**src/rtl/memory_stage_pkg.sv**
```systemverilog
`default_nettype none
//==============================================================================
// Package     : memory_stage_pkg
// Description : Shared types for the M stage: data-bus request/response,
//               access size and strobe types, pipeline register payloads
//               and the op encoding, plus small op-classification helpers.
// Revision    : 1.0 - initial release
//==============================================================================
package memory_stage_pkg;

   typedef logic [63:0] word_t;
   typedef logic [63:0] addr_t;
   typedef logic [4:0]  creg_addr_t;
   typedef logic [7:0]  strobe_t;

   // Bus access size, one encoding per power-of-two byte count
   typedef enum logic [2:0] {
      MSIZE1 = 3'd0,
      MSIZE2 = 3'd1,
      MSIZE4 = 3'd2,
      MSIZE8 = 3'd3
   } msize_t;

   typedef struct packed {
      logic    valid;
      addr_t   addr;
      msize_t  size;
      strobe_t strobe;
      word_t   data;
   } dbus_req_t;

   typedef struct packed {
      logic  addr_ok;
      logic  data_ok;
      word_t data;
   } dbus_resp_t;

   // Decoded operation; only the memory ops matter to this stage
   typedef enum logic [4:0] {
      NOP = 5'd0,
      ADD = 5'd1,
      SUB = 5'd2,
      SLL = 5'd3,
      LUI = 5'd4,
      JAL = 5'd5,
      LB  = 5'd6,
      LH  = 5'd7,
      LW  = 5'd8,
      LD  = 5'd9,
      LBU = 5'd10,
      LHU = 5'd11,
      LWU = 5'd12,
      SB  = 5'd13,
      SH  = 5'd14,
      SW  = 5'd15,
      SD  = 5'd16
   } op_t;

   typedef struct packed {
      op_t  op;
      logic regWrite;
   } control_t;

   typedef struct packed {
      addr_t      pc;
      control_t   ctl;
      creg_addr_t dst;
      word_t      result;
      addr_t      memory_address;
      logic       is_bubble;
   } execute_data_t;

   typedef struct packed {
      addr_t      pc;
      control_t   ctl;
      creg_addr_t dst;
      word_t      result;
      logic       is_bubble;
   } memory_data_t;

   function automatic logic isStore(input op_t op);
      return (op == SB) || (op == SH) || (op == SW) || (op == SD);
   endfunction

   function automatic logic isMemOp(input op_t op);
      return isStore(op) || (op == LB) || (op == LH) || (op == LW) ||
             (op == LD) || (op == LBU) || (op == LHU) || (op == LWU);
   endfunction

endpackage
`default_nettype wire

```
**src/rtl/memory_stage_if.sv**
```systemverilog
`default_nettype none
//==============================================================================
// Interface   : memory_stage_if
// Description : Data-bus request/response pair. The pipeline stage is the
//               master; the memory system is the slave.
// Revision    : 1.0 - initial release
//==============================================================================
interface memory_stage_if;
   import memory_stage_pkg::*;

   dbus_req_t  dreq;
   dbus_resp_t dresp;

   modport master (output dreq, input dresp);
   modport slave  (input dreq, output dresp);

endinterface
`default_nettype wire

```
**src/rtl/mem_align.sv**
```systemverilog
`default_nettype none
//==============================================================================
// Module      : mem_align
// Description : Combinational lane alignment for the M stage. Derives bus
//               size and byte strobe, shifts store data into its lanes and
//               shifts/extends returned load data down to bit 0.
// Revision    : 1.0 - initial release
//==============================================================================
module mem_align
   import memory_stage_pkg::*;
(
   input  op_t        i_op,
   input  logic [2:0] i_addrLow,
   input  word_t      i_storeData,
   input  word_t      i_respData,
   output msize_t     o_size,
   output strobe_t    o_strobe,
   output word_t      o_writeData,
   output word_t      o_loadData
);

   localparam strobe_t c_STRB_B = 8'h01;
   localparam strobe_t c_STRB_H = 8'h03;
   localparam strobe_t c_STRB_W = 8'h0F;
   localparam strobe_t c_STRB_D = 8'hFF;

   logic [5:0] w_shift;
   word_t      w_raw;

   // Byte offset within the doubleword expressed as a bit shift
   assign w_shift     = {i_addrLow, 3'b000};
   assign o_writeData = i_storeData << w_shift;
   assign w_raw       = i_respData >> w_shift;

   // Access size and strobe; loads leave the strobe clear
   always_comb begin
      o_size   = MSIZE1;
      o_strobe = '0;
      case (i_op)
         LB, LBU: o_size = MSIZE1;
         LH, LHU: o_size = MSIZE2;
         LW, LWU: o_size = MSIZE4;
         LD:      o_size = MSIZE8;
         SB: begin
            o_size   = MSIZE1;
            o_strobe = c_STRB_B << i_addrLow;
         end
         SH: begin
            o_size   = MSIZE2;
            o_strobe = c_STRB_H << i_addrLow;
         end
         SW: begin
            o_size   = MSIZE4;
            o_strobe = c_STRB_W << i_addrLow;
         end
         SD: begin
            o_size   = MSIZE8;
            o_strobe = c_STRB_D << i_addrLow;
         end
         default: ;
      endcase
   end

   // Truncate aligned load data to the access size and extend to 64 bits
   always_comb begin
      o_loadData = '0;
      case (i_op)
         LB:  o_loadData = {{56{w_raw[7]}},  w_raw[7:0]};
         LH:  o_loadData = {{48{w_raw[15]}}, w_raw[15:0]};
         LW:  o_loadData = {{32{w_raw[31]}}, w_raw[31:0]};
         LD:  o_loadData = w_raw;
         LBU: o_loadData = {56'd0, w_raw[7:0]};
         LHU: o_loadData = {48'd0, w_raw[15:0]};
         LWU: o_loadData = {32'd0, w_raw[31:0]};
         default: ;
      endcase
   end

endmodule
`default_nettype wire

```
**src/rtl/memory_stage.sv**
```systemverilog
`default_nettype none
//==============================================================================
// Module      : memory_stage
// Description : RV64 pipeline M stage. Issues loads/stores on the data bus,
//               stalls while an access is outstanding, captures the aligned
//               and extended load data and hands the result to writeback.
//               Non-memory ops and bubbles pass straight through.
// Revision    : 1.0 - initial release
//==============================================================================
module memory_stage
   import memory_stage_pkg::*;
(
   input  logic          clk,
   input  logic          reset,
   input  execute_data_t dataE,
   input  logic          stall_in,
   output logic          stall_out,
   memory_stage_if.master dbus,
   output memory_data_t  dataM
);

   typedef enum logic [1:0] {
      S_IDLE = 2'd0,
      S_BUSY = 2'd1,
      S_DONE = 2'd2
   } state_t;

   state_t  r_state;
   word_t   r_capture;

   logic    w_isMem;
   logic    w_isStore;
   logic    w_reqValid;
   msize_t  w_size;
   strobe_t w_strobe;
   word_t   w_writeData;
   word_t   w_loadData;
   word_t   w_extData;
   logic    w_unusedAddrOk;

   // Completion is signalled by data_ok alone; addr_ok carries no meaning here
   assign w_unusedAddrOk = dbus.dresp.addr_ok;

   assign w_isMem   = !dataE.is_bubble && isMemOp(dataE.ctl.op);
   assign w_isStore = isStore(dataE.ctl.op);
   assign w_extData = w_isStore ? '0 : w_loadData;

   mem_align u_align (
      .i_op        (dataE.ctl.op),
      .i_addrLow   (dataE.memory_address[2:0]),
      .i_storeData (dataE.result),
      .i_respData  (dbus.dresp.data),
      .o_size      (w_size),
      .o_strobe    (w_strobe),
      .o_writeData (w_writeData),
      .o_loadData  (w_loadData)
   );

   // Access sequencing: issue, wait for data_ok, hold result until M/W advances
   always_ff @(posedge clk) begin
      if (reset) begin
         r_state   <= S_IDLE;
         r_capture <= '0;
      end else begin
         case (r_state)
            S_IDLE: begin
               if (w_isMem) begin
                  if (dbus.dresp.data_ok) begin
                     r_capture <= w_extData;
                     r_state   <= S_DONE;
                  end else begin
                     r_state   <= S_BUSY;
                  end
               end
            end
            S_BUSY: begin
               if (dbus.dresp.data_ok) begin
                  r_capture <= w_extData;
                  r_state   <= S_DONE;
               end
            end
            S_DONE: begin
               if (!stall_in) begin
                  r_state <= S_IDLE;
               end
            end
            default: r_state <= S_IDLE;
         endcase
      end
   end

   // Request valid and stall share one source; neither looks at the response
   always_comb begin
      w_reqValid = 1'b0;
      if (!reset) begin
         case (r_state)
            S_IDLE:  w_reqValid = w_isMem;
            S_BUSY:  w_reqValid = 1'b1;
            default: w_reqValid = 1'b0;
         endcase
      end
      stall_out = w_reqValid;
   end

   // Bus request; fields come straight from the held dataE so they stay stable
   always_comb begin
      dbus.dreq = '0;
      if (w_reqValid) begin
         dbus.dreq.valid  = 1'b1;
         dbus.dreq.addr   = dataE.memory_address;
         dbus.dreq.size   = w_size;
         dbus.dreq.strobe = w_strobe;
         dbus.dreq.data   = w_writeData;
      end
   end

   // Writeback payload; a stalled memory op is presented as a bubble
   always_comb begin
      dataM           = '0;
      dataM.is_bubble = 1'b1;
      if (!reset) begin
         dataM.pc        = dataE.pc;
         dataM.ctl       = dataE.ctl;
         dataM.dst       = dataE.dst;
         dataM.result    = (r_state == S_DONE) ? r_capture : dataE.result;
         dataM.is_bubble = dataE.is_bubble | stall_out;
      end
   end

endmodule
`default_nettype wire
```
**src/flat_wrapper.sv**
```systemverilog
// flat-port wrapper written by rule: the top's interface ports become plain ports
module memory_stage_flat import memory_stage_pkg::*;
  (clk, reset, dataE, stall_in, stall_out, dataM, dbus_dreq, dbus_dresp);
  memory_stage_if dbus_i ();
  input  logic clk;
  input  logic reset;
  input  execute_data_t dataE;
  input  logic stall_in;
  output logic stall_out;
  output memory_data_t dataM;
  output wire logic [$bits(dbus_i.dreq)-1:0] dbus_dreq;
  input wire logic [$bits(dbus_i.dresp)-1:0] dbus_dresp;
  assign dbus_dreq = dbus_i.dreq;
  assign dbus_i.dresp = dbus_dresp;
  memory_stage u_core (.clk(clk), .reset(reset), .dataE(dataE), .stall_in(stall_in), .stall_out(stall_out), .dbus(dbus_i), .dataM(dataM));
endmodule
```
**config.mk**
```make
export PLATFORM = sky130hd
export DESIGN_NAME = memory_stage_flat
export DESIGN_NICKNAME = d
export VERILOG_FILES = /design/src/rtl/memory_stage_pkg.sv /design/src/rtl/memory_stage_if.sv /design/src/rtl/mem_align.sv /design/src/rtl/memory_stage.sv /design/src/flat_wrapper.sv
export SDC_FILE = /design/constraint.sdc
export NUM_CORES = 1
export LEC_CHECK = 0
export CAP_MARGIN = 25
export CORE_AREA = 4 4 211 213
export CTS_CLUSTER_DIAMETER = 120
export DETAILED_ROUTE_END_ITERATION = 10
export DIE_AREA = 0 0 215 217
export HOLD_SLACK_MARGIN = 0.03
export PLACE_DENSITY = 0.48
export SYNTH_ARGS = -nofsm -noshare
export SYNTH_HDL_FRONTEND = slang
export SYNTH_SLANG_ARGS = --single-unit
```
**constraint.sdc**
```tcl
create_clock -name clk -period 3.2 [get_ports clk]
set_input_delay 0.64 -clock clk [delete_from_list [all_inputs] [get_ports clk]]
set_output_delay 0.64 -clock clk [all_outputs]
set_load 0.005 [all_outputs]
```
Yosys cells after proc, flatten, opt, wreduce, memory -nomap -nowiden
Index checks and enable logic that the tools add are counted.
{"block": "classes", "n_reduce_logical": 19, "bitwise_logic": 1, "n_eq_ne": 16, "shifts": 6, "muxes": 17}
{"cell": "64-bit one-hot mux with 7 select lines", "n": 1}
{"cell": "140-bit two-way mux", "n": 2}
{"cell": "64-bit two-way mux", "n": 4}
{"cell": "64-bit one-hot mux with 2 select lines", "n": 1}
{"cell": "64-bit by 6-bit << shifter with 64-bit output", "n": 1}
{"cell": "64-bit by 6-bit >> shifter with 64-bit output", "n": 1}
{"cell": "5-bit by 4-bit == test with 1-bit output, second input constant", "n": 8}
{"cell": "8-bit one-hot mux with 4 select lines", "n": 1}
{"cell": "2-bit one-hot mux with 3 select lines", "n": 2}
{"cell": "5-bit by 3-bit == test with 1-bit output, second input constant", "n": 2}
{"cell": "1-bit logical OR", "n": 10}
{"cell": "2-bit two-way mux", "n": 4}
{"cell": "1-bit by 3-bit << shifter with 8-bit output, first input constant", "n": 1}
{"cell": "2-bit by 3-bit << shifter with 8-bit output, first input constant", "n": 1}
{"cell": "4-bit by 3-bit << shifter with 8-bit output, first input constant", "n": 1}
{"cell": "8-bit by 3-bit << shifter with 8-bit output, first input constant", "n": 1}
{"cell": "3-bit OR reduction", "n": 2}
{"cell": "5-bit == test, second input constant", "n": 1}
{"cell": "2-bit inequality test, second input constant", "n": 2}
{"cell": "3-bit AND reduction", "n": 1}
{"cell": "2-bit by 1-bit == test with 1-bit output, second input constant", "n": 1}
{"cell": "2-bit == test, second input constant", "n": 1}
{"cell": "2-bit zero test", "n": 1}
{"cell": "2-bit by 1-bit inequality test with 1-bit output, second input constant", "n": 1}
{"cell": "8 further kinds", "n": 8}
{"block": "totals", "reg_bits": 66, "elab_cells": 61, "out_inout_bits": 281, "in_bits": 273}

Longest topological paths before layout
Gate-level depths: netlist (run 1).
{"block": "depth", "depth_word": 16, "ltp_mapped": 10, "depth_no_buf": 7}

Cells and area by module
A second synthesis (run 1) with hierarchy kept.
{"block": "unflattened", "hier_cells": 1239, "hier_area_um2": 8922.3}
{"mod": "mem_align", "seq_area_each_um2": 0.0, "area_per_inst_um2": 4488.1, "cells_each": 618, "instances": 1}
{"mod": "memory_stage", "seq_area_each_um2": 1321.3, "area_per_inst_um2": 4434.3, "cells_each": 621, "instances": 1}

Least setup slack after synthesis (run 1)
OpenSTA, ideal clock, no wires.
{"block": "synth_path", "path_kind": "input-to-output", "start": "in dataE[139] in the netlist's numbering", "end": "out dbus_dreq[10]", "required_ns": 2.560, "path_stages": 10, "n_path_buf": 3, "arrival_ns": 2.267, "slack_ns": 0.293, "path_cell_list": "buf_6 or4b_4 o22ai_4 a21oi_2 nand2b_1 buf_4 clkinv_2 buf_6 nand2_4 nor2_1"}
{"block": "synth_via", "elab_chain_len": 15, "elab_cells_between_ends": 25, "cone_classes": "11 x eq/ne; 3 x mux; 11 x reduce/logical"}
{"element": "start: declaration", "line": "flat_wrapper.sv:7", "text": "input execute_data_t dataE;"}
{"element": "5-bit by 4-bit == test with 1-bit output", "line": "memory_stage_pkg.sv:82", "text": "return (op == SB) || (op == SH) || (op == SW) || (op == SD);"}
{"element": "1-bit logical OR (3 in a row)", "line": "memory_stage_pkg.sv:82"}
{"element": "1-bit logical OR (4 in a row)", "line": "memory_stage_pkg.sv:86", "text": "return isStore(op) || (op == LB) || (op == LH) || (op == LW) ||"}
{"element": "1-bit logical OR (2 in a row)", "line": "memory_stage_pkg.sv:87", "text": "(op == LD) || (op == LBU) || (op == LHU) || (op == LWU);"}
{"element": "1-bit logical OR *", "line": "memory_stage_pkg.sv:87"}
{"element": "1-bit logical AND *", "line": "memory_stage.sv:44", "text": "assign w_isMem = !dataE.is_bubble && isMemOp(dataE.ctl.op);"}
{"element": "1-bit one-hot mux with 2 select lines *", "line": "memory_stage.sv:96", "text": "case (r_state)"}
{"element": "1-bit two-way mux *", "line": "memory_stage.sv:95", "text": "if (!reset) begin"}
{"element": "140-bit two-way mux *", "line": "memory_stage.sv:108", "text": "if (w_reqValid) begin"}
{"element": "end: declaration", "line": "flat_wrapper.sv:11", "text": "output wire logic [$bits(dbus_i.dreq)-1:0] dbus_dreq;"}
Every way passes the cells marked *; elsewhere a longest branch is shown, timed or not.

Worst setup path in the final report (run 1)
{"block": "layout_path", "start": "in dataE[138] in the netlist's numbering", "end": "out dbus_dreq[3]"}
Same word-level chain as after synthesis.

==> reports/summary.txt, run 1 <==
Status: finished, violations left
Violated checks: negative setup slack
Crit path cell chain: buf_6 > or4b_4 > o22ai_4 > a21oi_4 > buf_6 > nor4_4 > clkbuf_16 > buf_12 > buf_6 > and3_4 > buf_6
Rel. slew slack: 49.2%
Worst endpoint required time: 2.56 ns
Grt total ovfl: 0
Fin crit period: 3.43 ns
WHS Path Cells: 2
Yosys warns: 0
Avg Vias per Cell: 4.79
P_leak: 0.00640 uW
Top_reg_cell synth: dfxtp_1
Latest clock arrival within the worst-skew pair: 0.33 ns
Setup-failing EPs final: 26
Max-cap violations: 0
Area share of the largest cell type after synthesis: 16.2%
Setup CP Type: in2out
Slowest cell on crit path: or4b_4
CP most frequent cell: buf_6
Starting Density: 19.1%
Fin. max-slew vios: 0
Hold_ws: 0.458 ns
Synth cell types: 62
Max clock buf depth: 2
CTS tree: yes
Post-route setup slack: -0.233 ns
Synth area leaders: dfxtp_1 (16%), nand2_1 (9.8%), mux2i_1 (8.8%)
Detailed Place HPWL: 47800 microns
Max incr delay on CP: 0.58 ns
RSZ-0062 raised after global routing: yes
Final weighted congestion in routability-driven placement: 0.901
Placed Cells: 2330
Critical path launch point type: primary input
Number of buffers added on ports: 551
Layout area overhead: 93.9%
Critical Path AT: 2.79 ns
Power, Total: 3760 uW
Number of DRC markers in iteration 0: 831
Cts hold-fix bufs: 0
I/O pins: 554
Combinational family with the most area after synthesis: simple AND/OR/NAND/NOR gates
Remaining DRCs: 0
Post-synthesis mux area share: 17.2%
Worst Clk Skew: 0.00835 ns
Die width: 215 microns
First-pass GRT wire length: 81100 microns
Core area: 42700 sq um
Initial antenna violation count: 1
Crit. End Element: output pin
Slew of the pin with the lowest slew margin: 0.761 ns
Clock H-tree levels: 3
Fmax: 291 MHz
GRT Util Overall: 23.2%
DR vias: 11400
CTS Sinks: 66
Post-synth top area cell: dfxtp_1
Pwr dens: 237 nW/um^2
Critical path's top delay family: simple AND/OR/NAND/NOR gates
Critical path buffers and inverters: 6
Setup WS pre-CTS: -0.875 ns
Vias in the first global route: 11200
Synthesized Nets: 1476
Post-synthesis xor/xnor area fraction: 0.107%
Syn Std Cell Area: 8170 sq um
Ys async rst share: 0%
First drt pass iteration count: 7
Number of flops mapped to enable cells by yosys: 0
Chip height: 217 microns
Largest net degree at the start of global routing: 94
Final std cells w/o fill: 2385
Post-synthesis cell count: 1203
#FFs+latches synth: 66
Final hold violation count: 0
Worst Path Max Fanout: 5
Std cell rows: 76
Final nets: 2104
ANT nets after route: 0
Final setup TNS: -3.64 ns
Avg Cell Area, Syn: 6.79 sq um
Routed len/inst: 24.7 microns
Stages on worst setup path: 11
Tcrit/Tclk final: 107%
Die area: 46700 sq um
Commonest non-fill, non-tap cells in the layout: clkdlybuf4s50_1 (400), nand2_1 (213), buf_4 (136)
Adder-Cell Fraction of Synth Area: 0.123%
Compound-gate portion of the synthesized area: 23.0%
Layout cell share with drive strength beyond 1: 24.0%
Clock transition time at the flip-flop clock pins of the worst setup and hold paths: 0.05 ns
Leading cell type in the layout, fill and taps excluded: clkdlybuf4s50_1
Sequential-to-total area share from yosys stat: 16.2%
Worst R2R Path Depth: 7
Simple-gate share of the synthesized area: 36.1%
Worst min-delay path category: reg2reg
Worst vdd ir: 258 uV
Routed WL: 59000 microns
Clock root buffer: clkbuf_16
Num CTS Buffers: 9
==> path summary, 6_finish.rpt <==
check                       from  slack (ns)                   to
max                   dataE[138]       -0.23         dbus_dreq[3]
min          u_core.r_capture[1]        0.46  u_core.r_capture[1]
max reg2reg    u_core.r_state[1]        1.24  u_core.r_capture[8]
min reg2reg  u_core.r_capture[1]        0.46  u_core.r_capture[1]
==> metal layers <==
layer,vias up,part of all wire (%),global-route usage [%]
met3,67,6.7,5.17
met4,2,2.8,6.01
met1,5418,45,31.4
met5,-,0.022,0
met2,510,46,37.7
li1,5435,-,-
==> area by class of cell <==
| type | instances | area, sq um |
|---|---|---|
| Antenna cell | 3 | 7.51 |
| Clock buffer | 10 | 229 |
| Clock inverter | 6 | 67.6 |
| Fill cell | 4590 | 26900 |
| Inverter | 6 | 35.0 |
| Multi-Input combinational cell | 1011 | 6500 |
| Sequential cell | 66 | 1320 |
| Tap cell | 546 | 683 |
| Timing Repair Buffer | 737 | 6990 |
==> worst register-to-register path, stage by stage, from the launching register on <==
cell and delay (ns):
dfxtp_2 0.38, nor2b_1 0.28, and2_1 0.24, a22oi_4 0.09, buf_4 0.19, a311oi_1 0.42, buf_4 0.20, nor3_1 0.04
==> sequential cells by signal, summed over array words and instances, names as in the netlist <==
signal and cells:
u_core.r_capture 64, u_core.r_state 2
==> cells in the mapped netlist, types with 9 or more instances <==
cell / count
buf_1: 16
dfxtp_1: 66
nor3_1: 16
a21oi_1: 116
nor2_1: 126
mux2i_1: 72
nand2_1: 213
a311oi_1: 10
and3_1: 9
a211oi_2: 11
mux2_2: 39
o21ai_0: 37
o211ai_1: 9
buf_2: 31
a22oi_1: 16
nor2b_1: 95
clkbuf_1: 62
mux4_2: 11
and2_1: 93
nand3_1: 13
a211oi_1: 52
==> cell families (layout without fill, tap and decap cells) <==
kind of cell    count (synthesis)  count (layout)
simple gates                  599             600
compound gates                286             286
buf+inv                       127             759
mux                           122             122
flops                          66              66
fa+ha+maj                       1               1
other cells                     1               4
xor+xnor                        1               1
==> metrics by stage <==
stage | cell area [sq um] | utilization [%]
5_1_grt | 15800 | 37.1
6_report | 15800 | 37.1
3_5_place_dp | 15100 | 35.4
2_1_floorplan | 8170 | -
3_3_place_gp | 15100 | 35.4
4_1_cts | 15700 | 36.9
==> repair_timing <==
action | in CTS | in global routing
setup buffers | 15 | 16
pin swaps | 10 | 8
gates resized for setup | 280 | 280
endpoints found under the setup margin | 142 | 67
cloned | 5 | 4
==> power breakdown <==
group	leakage [uW]	switching (uW)	total, uW	internal, uW
clock	0.000139	368	972	604
combinational	0.00572	895	1890	996
sequential	0.000538	25.9	893	867
total	0.00640	1290	3760	2470
Note: power is estimated with default switching activity, not from simulation.
==> run 2, diff against run 1 <==
--- a/config.mk
+++ b/config.mk
@@ -6,12 +6,13 @@
 export NUM_CORES = 1
 export LEC_CHECK = 0
 export CAP_MARGIN = 25
-export CORE_AREA = 4 4 211 213
+export CORE_AREA = 4 4 215 217
 export CTS_CLUSTER_DIAMETER = 120
 export DETAILED_ROUTE_END_ITERATION = 10
-export DIE_AREA = 0 0 215 217
+export DIE_AREA = 0 0 219 221
 export HOLD_SLACK_MARGIN = 0.03
 export PLACE_DENSITY = 0.48
 export SYNTH_ARGS = -nofsm -noshare
 export SYNTH_HDL_FRONTEND = slang
+export SYNTH_HIERARCHICAL = 1
 export SYNTH_SLANG_ARGS = --single-unit
==> reports/summary.txt, run 2 <==
Status: complete, no violations
DR vias: 11900
Final nets: 2118
Post-synthesis cell count: 1239
Avg Cell Area, Syn: 7.20 sq um
Fin crit period: 3.15 ns
Grt total ovfl: 0
Most frequent cell after synthesis: nand2_1
Layout area overhead: 84.9%
RSZ-0062 raised after global routing: no
Routed len/inst: 25.1 microns
Biggest regs: u_core/r_capture: 64 flops, u_core/r_state: 2 flops
Switching power: 1270 uW
Max-cap violations: 0
Tcrit/Tclk final: 98.5%
Post-synthesis mux area share: 24.0%
#FFs+latches synth: 66
Clock root buffer: clkbuf_16
Fillers: 4676
Post-route setup slack: 0.0488 ns
Core area: 44100 sq um
M3 GR Usage: 3.18%
Routed WL: 61400 microns
CTS Sinks: 66
Setup-failing EPs final: 0
Layout cell share with drive strength beyond 1: 17.6%
Clock transition time at the flip-flop clock pins of the worst setup and hold paths: 0.06 ns
Net Sw Frac: 33.4%
Rel. slew slack: 39.7%
Commonest cells in the synthesized netlist: nand2_1 (184), and2_1 (147), mux2i_1 (119), a21oi_1 (95), nor2b_1 (95)
Avg Vias per Cell: 4.84
Worst endpoint required time: 2.56 ns
Max clock buf depth: 2
I/O pins: 554
Post-synthesis xor/xnor area fraction: 0%
Synth area leaders: dfxtp_1 (15%), mux2i_1 (13%), and2_1 (10%)
GR peak layer: met2
Setup WS pre-CTS: -0.549 ns
Setup CP Type: in2out
Top_reg_cell synth: dfxtp_1
Number of buffers added on ports: 551
Worst Path Max Fanout: 7
Cts hold-fix bufs: 0
Register area: 1320 sq um
ANT nets after route: 0
Die width: 219 microns
Syn Std Cell Area: 8920 sq um
Area share of the largest cell type after synthesis: 14.8%
Starting Density: 20.2%
Comb pwr share: 49.2%
Die area: 48400 sq um
Combinational family with the most area after synthesis: simple AND/OR/NAND/NOR gates
Worst Clk Skew: 0.00465 ns
Number of DRC markers in iteration 0: 875
Initial antenna violation count: 12
CTS tree: yes
Num CTS Buffers: 9
Std cell rows: 77
Chip height: 221 microns
First-pass GRT wire length: 85900 microns
Largest net degree at the start of global routing: 72
Compound-gate portion of the synthesized area: 20.3%
Commonest non-fill, non-tap cells in the layout: clkdlybuf4s50_1 (401), nand2_1 (183), and2_1 (141)
Final weighted congestion in routability-driven placement: 1.01
Critical path launch point type: primary input
Simple-gate share of the synthesized area: 33.6%
Synth cell types: 53
Met2 global-route usage: 41.4%
Clock H-tree levels: 3
Adder-Cell Fraction of Synth Area: 0%
Crit. End Element: output pin
Worst vdd ir: 203 uV
Worst min-delay path category: reg2reg
Area occupied by multi-input gates: 7020 sq um
Seq pwr share: 22.1%
P_leak: 0.00727 uW
Synthesized Nets: 1512
Fin. max-slew vios: 0
Pwr dens: 230 nW/um^2
Reg2reg setup slack: 1.31 ns
Latest clock arrival within the worst-skew pair: 0.34 ns
Number of flops mapped to enable cells by yosys: 0
Sequential-to-total area share from yosys stat: 14.8%
Remaining DRCs: 0
Dpl cell area: 15900 sq um
Critical Path AT: 2.51 ns
Largest register FFs: 64
Final hold violation count: 0
Yosys warns: 6
Cell area after layout: 16500 sq um
Met1 Resource Use GR: 31.8%
Post-synth top area cell: dfxtp_1
Ys async rst share: 0%
Leading cell type in the layout, fill and taps excluded: clkdlybuf4s50_1
Detailed Place HPWL: 48500 microns
Vias in the first global route: 11800
First drt pass iteration count: 5
Clk pwr share: 28.8%
Fmax: 317 MHz
Top reg by flops: u_core/r_capture
Slew of the pin with the lowest slew margin: 0.902 ns
GRT Util Overall: 23.8%
Internal power: 2530 uW
==> run 2: stage by stage <==
step	TNS (ns)	total power [uW]	hold slack [ns]	std cells	utilization, %
floorplan	0	1550	0.449	1239	-
global placement	-61.74	2630	0.465	2395	36.0
detailed placement	-67.18	2640	0.467	2395	36.0
CTS	-0.0895	3820	0.483	2445	37.7
global route	0	3960	0.497	2449	37.4
finish	0	3790	0.482	2450	37.4
==> run 2: final cells by class <==
| type | count | share of cell area (%) |
|---|---|---|
| diodes | 8 | 0.121 |
| inverters | 6 | 0.136 |
| flip-flops and latches | 66 | 8.01 |
| multi-input cells | 1036 | 42.6 |
| clock inverters | 7 | 0.614 |
| well taps | 592 | 4.49 |
| repair buffers | 726 | 42.7 |
| clock buffers | 9 | 1.36 |
==> run 2: power groups by stage <==
stage	clock (uW)	combinational (uW)	sequential (uW)
floorplan	0	699	852
global placement	0	1780	855
detailed placement	0	1780	855
CTS	1110	1870	837
global route	1150	1980	838
finish	1090	1870	837
==> run 2: cell families (layout without fill, tap and decap cells) <==
kind of cell	after synthesis	in the layout
and+or+nand+nor	583	583
AOI/OAI and AO/OA	279	279
muxes	173	173
buffers and inverters	137	748
DFF	66	66
other	1	9
==> run 2: critical path: stages <==
cell	delay, ns
clkdlybuf4s15_2	0.19
or4b_4	0.56
o22ai_4	0.16
a22o_4	0.17
buf_12	0.13
buf_12	0.12
buf_4	0.11
buf_4	0.09
and2_1	0.11
clkdlybuf4s15_1	0.22
==> run 2: layer usage <==
layer | part of all wire, % | vias up
met4 | 0.97 | 2
li1 | - | 5592
met2 | 50 | 427
met5 | 0.021 | -
met1 | 44 | 5804
met3 | 5.3 | 35
==> run 2: what timing repair did <==
item / 4_1_cts / 5_1_grt
gates resized for setup: 297 / 45
pin swaps: 4 / 3
setup buffers: 22 / 2
setup endpoints to repair: 141 / 55
cloned: 12 / 0
==> run 2: worst paths after layout <==
check	startpoint	end	cells after the start
worst max-delay path	dataE[135]	dbus_dreq[30]	10
worst min-delay path	u_core/r_capture[36]	u_core/r_capture[36]	1
worst max register to register	u_core/r_state[0]	u_core/r_capture[57]	5
worst min register to register	u_core/r_capture[36]	u_core/r_capture[36]	1
